### src/rtl/exu_alu_arb.sv
// exu_alu_arb: sequencer and arbiter in front of the shared EXU ALU datapath.
// Two requesters share the datapath:
//   - the ALU issue path (add/lui)
//   - the BJP address adder (always add)
// At most one requester is granted per cycle. The datapath result is captured
// into a single-entry response buffer tagged with its owner, and the buffer is
// returned to that owner over a valid/ready response handshake.
// The BJP requester wins ties, except that after STARVE_MAX consecutive losses
// the ALU requester is force-granted.
module exu_alu_arb #(
  parameter int XLEN       = 32,
  parameter int STARVE_MAX = 3,
  parameter int CNT_W      = 4
) (
  input  logic            clk,
  input  logic            rst_n,
  // ALU request / response
  input  logic            alu_i_valid,
  output logic            alu_i_ready,
  input  logic            alu_i_add,
  input  logic            alu_i_lui,
  input  logic [XLEN-1:0] alu_i_op1,
  input  logic [XLEN-1:0] alu_i_op2,
  output logic            alu_o_valid,
  input  logic            alu_o_ready,
  output logic [XLEN-1:0] alu_o_res,
  // BJP request / response
  input  logic            bjp_i_valid,
  output logic            bjp_i_ready,
  input  logic [XLEN-1:0] bjp_i_op1,
  input  logic [XLEN-1:0] bjp_i_op2,
  output logic            bjp_o_valid,
  input  logic            bjp_o_ready,
  output logic [XLEN-1:0] bjp_o_res,
  // Shared datapath
  output logic            dp_alu_req,
  output logic            dp_alu_add,
  output logic            dp_alu_lui,
  output logic [XLEN-1:0] dp_alu_op1,
  output logic [XLEN-1:0] dp_alu_op2,
  output logic            dp_bjp_req,
  output logic            dp_bjp_add,
  output logic [XLEN-1:0] dp_bjp_op1,
  output logic [XLEN-1:0] dp_bjp_op2,
  input  logic [XLEN-1:0] dp_alu_res,
  input  logic [XLEN-1:0] dp_bjp_res
);

  localparam logic [CNT_W-1:0] STARVE_LIM = CNT_W'(STARVE_MAX);
  localparam logic [CNT_W-1:0] CNT_ONE    = {{(CNT_W-1){1'b0}}, 1'b1};

  // Response buffer and starvation state
  logic             buf_vld_r;
  logic             buf_own_r;   // 0 = ALU owns the buffer, 1 = BJP owns it
  logic [XLEN-1:0]  buf_res_r;
  logic [CNT_W-1:0] starv_cnt_r;

  // Combinational control
  logic             drain_s;
  logic             can_accept_s;
  logic             grant_alu_s;
  logic             grant_bjp_s;
  logic             buf_vld_nxt_s;
  logic             buf_own_nxt_s;
  logic [XLEN-1:0]  buf_res_nxt_s;
  logic [CNT_W-1:0] starv_cnt_nxt_s;

  // Grant arbitration: only while the buffer is free or being drained this cycle
  always_comb begin
    drain_s      = buf_vld_r & (buf_own_r ? bjp_o_ready : alu_o_ready);
    can_accept_s = ~buf_vld_r | drain_s;
    grant_alu_s  = 1'b0;
    grant_bjp_s  = 1'b0;
    if (rst_n && can_accept_s) begin
      if (alu_i_valid && bjp_i_valid) begin
        if (starv_cnt_r == STARVE_LIM) begin
          grant_alu_s = 1'b1;
        end else begin
          grant_bjp_s = 1'b1;
        end
      end else if (alu_i_valid) begin
        grant_alu_s = 1'b1;
      end else if (bjp_i_valid) begin
        grant_bjp_s = 1'b1;
      end else begin
        grant_alu_s = 1'b0;
        grant_bjp_s = 1'b0;
      end
    end else begin
      grant_alu_s = 1'b0;
      grant_bjp_s = 1'b0;
    end
  end

  // Next state of the response buffer: a grant overwrites, a bare drain empties
  always_comb begin
    buf_vld_nxt_s = buf_vld_r;
    buf_own_nxt_s = buf_own_r;
    buf_res_nxt_s = buf_res_r;
    if (grant_alu_s || grant_bjp_s) begin
      buf_vld_nxt_s = 1'b1;
      buf_own_nxt_s = grant_bjp_s;
      buf_res_nxt_s = grant_alu_s ? dp_alu_res : dp_bjp_res;
    end else if (drain_s) begin
      buf_vld_nxt_s = 1'b0;
    end else begin
      buf_vld_nxt_s = buf_vld_r;
    end
  end

  // Next starvation count: counts ALU losses to BJP, cleared when ALU wins or goes idle
  always_comb begin
    starv_cnt_nxt_s = starv_cnt_r;
    if (grant_alu_s || !alu_i_valid) begin
      starv_cnt_nxt_s = {CNT_W{1'b0}};
    end else if (grant_bjp_s) begin
      if (starv_cnt_r >= STARVE_LIM) begin
        starv_cnt_nxt_s = STARVE_LIM;
      end else begin
        starv_cnt_nxt_s = starv_cnt_r + CNT_ONE;
      end
    end else begin
      starv_cnt_nxt_s = starv_cnt_r;
    end
  end

  // State registers
  always_ff @(posedge clk or negedge rst_n) begin
    if (!rst_n) begin
      buf_vld_r   <= 1'b0;
      buf_own_r   <= 1'b0;
      buf_res_r   <= {XLEN{1'b0}};
      starv_cnt_r <= {CNT_W{1'b0}};
    end else begin
      buf_vld_r   <= buf_vld_nxt_s;
      buf_own_r   <= buf_own_nxt_s;
      buf_res_r   <= buf_res_nxt_s;
      starv_cnt_r <= starv_cnt_nxt_s;
    end
  end

  // Output drive: handshakes and datapath selects, forced low while in reset
  always_comb begin
    alu_i_ready = grant_alu_s;
    bjp_i_ready = grant_bjp_s;
    alu_o_valid = buf_vld_r & ~buf_own_r;
    bjp_o_valid = buf_vld_r & buf_own_r;
    alu_o_res   = buf_res_r;
    bjp_o_res   = buf_res_r;
    dp_alu_req  = grant_alu_s;
    dp_bjp_req  = grant_bjp_s;
    dp_bjp_add  = grant_bjp_s;
    if (rst_n) begin
      dp_alu_add = alu_i_add;
      dp_alu_lui = alu_i_lui;
      dp_alu_op1 = alu_i_op1;
      dp_alu_op2 = alu_i_op2;
      dp_bjp_op1 = bjp_i_op1;
      dp_bjp_op2 = bjp_i_op2;
    end else begin
      dp_alu_add = 1'b0;
      dp_alu_lui = 1'b0;
      dp_alu_op1 = {XLEN{1'b0}};
      dp_alu_op2 = {XLEN{1'b0}};
      dp_bjp_op1 = {XLEN{1'b0}};
      dp_bjp_op2 = {XLEN{1'b0}};
    end
  end

endmodule

### config.mk
export PLATFORM = sky130hd
export DESIGN_NAME = exu_alu_arb
export DESIGN_NICKNAME = d
export VERILOG_FILES = /design/src/rtl/exu_alu_arb.sv
export SDC_FILE = /design/constraint.sdc
export NUM_CORES = 1
export LEC_CHECK = 0
export ABC_AREA = 0
export CORE_AREA = 5 5 152 154
export DETAILED_ROUTE_END_ITERATION = 12
export DIE_AREA = 0 0 157 159
export SLEW_MARGIN = 20
export SYNTH_ARGS = -nofsm -noshare
export SYNTH_HDL_FRONTEND = slang
export SYNTH_SLANG_ARGS = --single-unit
### constraint.sdc
create_clock -name clk -period 2.75 [get_ports clk]
set_input_delay 0.55 -clock clk [delete_from_list [all_inputs] [get_ports clk]]
set_output_delay 0.55 -clock clk [all_outputs]
set_load 0.005 [all_outputs]
==> out/results.ini <==
[clock_tree]
ctsRootBufferMaster = clkbuf_16
cts_tree = yes
cts_made_buffers = 5
htreeDepth = 2
clock_latency_ns = 0.29
clkTransAtPathRegs_ns = 0.06
cts_sinks = 38
cts_buffer_depth = 2

[global_routing]
grt.total_usage = 0.128
grt_max_degree = 97
grt_remaining_overflow = 0
grt_pass1_wl_um = 24900
grt_pass1_vias = 3958
antenna_found_initial = 1

[job]
maxCapViolations = 0

[setup_path]
end_kind = primary output
worst-path-max-fanout = 5
critPathRequiredTime_ns = 2.20
worst_ep_arrival_time_ns = 2.00
reg2reg_slack_ns = 0.71
crit_path_end = dp_alu_req
worstSetupPathType = reg -> out
r2r-end = starv_cnt_r[1]$_DFFE_PN0P_
worstSetupStartpointType = flip-flop
r2r_cells = 6
r2r-start = starv_cnt_r[0]$_DFFE_PN0P_
crit_start = starv_cnt_r[0]$_DFFE_PN0P_

[drt]
totalWireLength_um = 17300
remaining_drc_errors = 0
wl_per_cell_um = 16.7
ant_nets = 0
vias_per_cell = 3.73
vias = 3847
dr.pass1.iters = 6
drt_iter0_markers = 162

[finish]
fill_cells = 2217
diodes = 0
nNetsFinal = 952
layout-drive-gt1-share = 0.0505
layout.cells.non_filler = 1032
syn_to_final_growth_pct = 141

[pwr]
p_leak_uw = 0.00299
clkPwrFrac = 0.227
power_uw = 2940
intPower_uw = 2110
power_frac_comb = 0.492
ir_drop_mv = 0.222
power.density_nw_per_um2 = 400
power.share.switching = 0.284
p_sw_uw = 835
seqPwrFrac = 0.281

[status]
status = finished clean

[floorplanning]
pin_count = 401
start_util = 0.142
die_w_um = 157
core_area_um2 = 21600
core.rowCount = 54
die-area_um2 = 25000
die_h_um = 159

[synthesis]
netlist-cell-type-count = 26
ys_warn_count = 0
syn_area_um2 = 3050
ys_seq_area_frac = 0.311
avgSynthCellArea_um2 = 7.83
syn_inst = 390
synthesis.nets = 591
yosys_register_bits = 38

[place]
place_congestion = 0.860
dp_cells = 1021
io_buffers = 400
dp_hpwl_um = 14200

[sta]
worst_pin_slew_ns = 0.425
setup_violations = 0
clock_skew_ns = 0.00612
period_minus_slack_ns = 2.55
final_hold_viol_count = 0
fin_crit_sh = 0.929
drv_slew = 0
grt_setup_unrepaired = false
fmax_mhz = 391
relSlewSlack = 0.717

[min_path]
hold_class = in -> async

-- what timing repair did --
action                     CTS  global route
pin swaps                    3             0
setup endpoints to repair    5             1
hold buffers                 0             0
setup buffers                2             1
hold endpoints to repair     0             0
resized for setup           14             1
-- cell families (layout without fill, tap and decap cells) --
family / after synthesis / count (layout) / share of synthesized area
simple gates: 211 / 211 / 0.389
buf+inv: 102 / 464 / 0.174
flops: 38 / 38 / 0.311
compound gates: 37 / 37 / 0.118
fa+ha+maj: 1 / 1 / 0.00410
mux: 1 / 1 / 0.00451
-- cell usage after synthesis --
library cell  count  area [um2]
a21o_1            1        7.51
nor2_1            3        11.3
nand2_1          36         135
buf_2             4        20.0
o311ai_0          2        17.5
nor3_1            2        10.0
buf_4            38         285
nand3_1          32         160
a221oi_4          1        26.3
and3_1            3        18.8
inv_2             1        3.75
buf_1             2        7.51
nand2b_1          1        6.26
or3b_1            1        8.76
dfrtp_1          38         951
nor2b_1           1        6.26
a211o_1           1        8.76
and2_1          131         820
mux2i_2           1        13.8
nor4bb_1          1        10.0
a2111oi_4         1        27.5
o311ai_1         30         263
clkbuf_1         22        82.6
a311oi_1          1        8.76
inv_1            35         131
ha_1              1        12.5
-- registers in the layout (all words and copies together), names as in the netlist --
| register | cells |
|---|---|
| buf_own_r | 1 |
| alu_o_res | 32 |
| buf_vld_r | 1 |
| starv_cnt_r | 4 |
-- area by class of cell --
type,instances,area (um2),area share
clock inverter,3,40.0,0.00544
multi-input combinational,250,1590,0.216
inverter,36,138,0.0187
tap,280,350,0.0476
timing repair buffer,420,4170,0.566
clock buffer,5,125,0.0170
sequential,38,952,0.129
-- routing by layer --
layer,wire [um],vias up,GRT usage
li1,-,1949,-
met1,6990,1700,0.158
met2,8630,185,0.224
met3,1480,13,0.0334
met4,179,0,0.0256
met5,0,-,0
-- critical path, cell delays in order, from the launching register on --
cell and delay [ns]:
dfrtp_1 0.37, ha_2 0.20, or3b_4 0.39, a221oi_4 0.28, nand2_2 0.13, inv_4 0.10, dlygate4sd2_1 0.24
-- power by group through the flow --
| stage | combinational [uW] | sequential, uW | clock, uW |
|---|---|---|---|
| after global placement | 1460 | 838 | 0 |
| final | 1450 | 826 | 667 |
| after global routing | 1560 | 853 | 714 |
| after floorplan | 513 | 805 | 0 |
| after detailed placement | 1460 | 841 | 0 |
| after CTS | 1480 | 835 | 701 |
-- worst min path at each step --
| stage | end | slack (ns) | cells after the start |
|---|---|---|---|
| final | starv_cnt_r[3]$_DFFE_PN0P_ | 0.26 | 2 |
| after global routing | starv_cnt_r[3]$_DFFE_PN0P_ | 0.29 | 2 |
| after CTS | starv_cnt_r[3]$_DFFE_PN0P_ | 0.26 | 2 |
| after detailed placement | alu_o_res[1]$_DFFE_PN0P_ | 0.50 | 2 |
| after global placement | alu_o_res[17]$_DFFE_PN0P_ | 0.50 | 2 |
| after floorplan | alu_o_res[0]$_DFFE_PN0P_ | 0.25 | 0 |
-- metrics by stage --
stage	hold slack [ns]	setup slack [ns]	instance area, um2	utilization	setup TNS (ns)
2_1_floorplan	0.254	0.516	3050	-	0
3_3_place_gp	0.497	-0.192	7160	0.332	-0.796
3_5_place_dp	0.500	-0.188	7160	0.332	-0.799
4_1_cts	0.264	0.00323	7350	0.341	0
5_1_grt	0.285	0.0719	7360	0.342	0
6_report	0.259	0.195	7360	0.342	0
-- cell usage in the layout (no fill, tap or decap), types with 2 or more instances in the layout --
cell type / count
and2_1: 131
and3_1: 3
buf_12: 2
buf_4: 19
clkbuf_16: 5
clkdlybuf4s50_1: 390
clkinv_2: 2
dfrtp_1: 37
dlygate4sd2_1: 8
inv_1: 35
nand2_1: 35
nand3_1: 32
nor2_1: 3
nor3_1: 2
o311ai_0: 2
o311ai_1: 30
No activity file was read; power rests on OpenSTA's default activity.
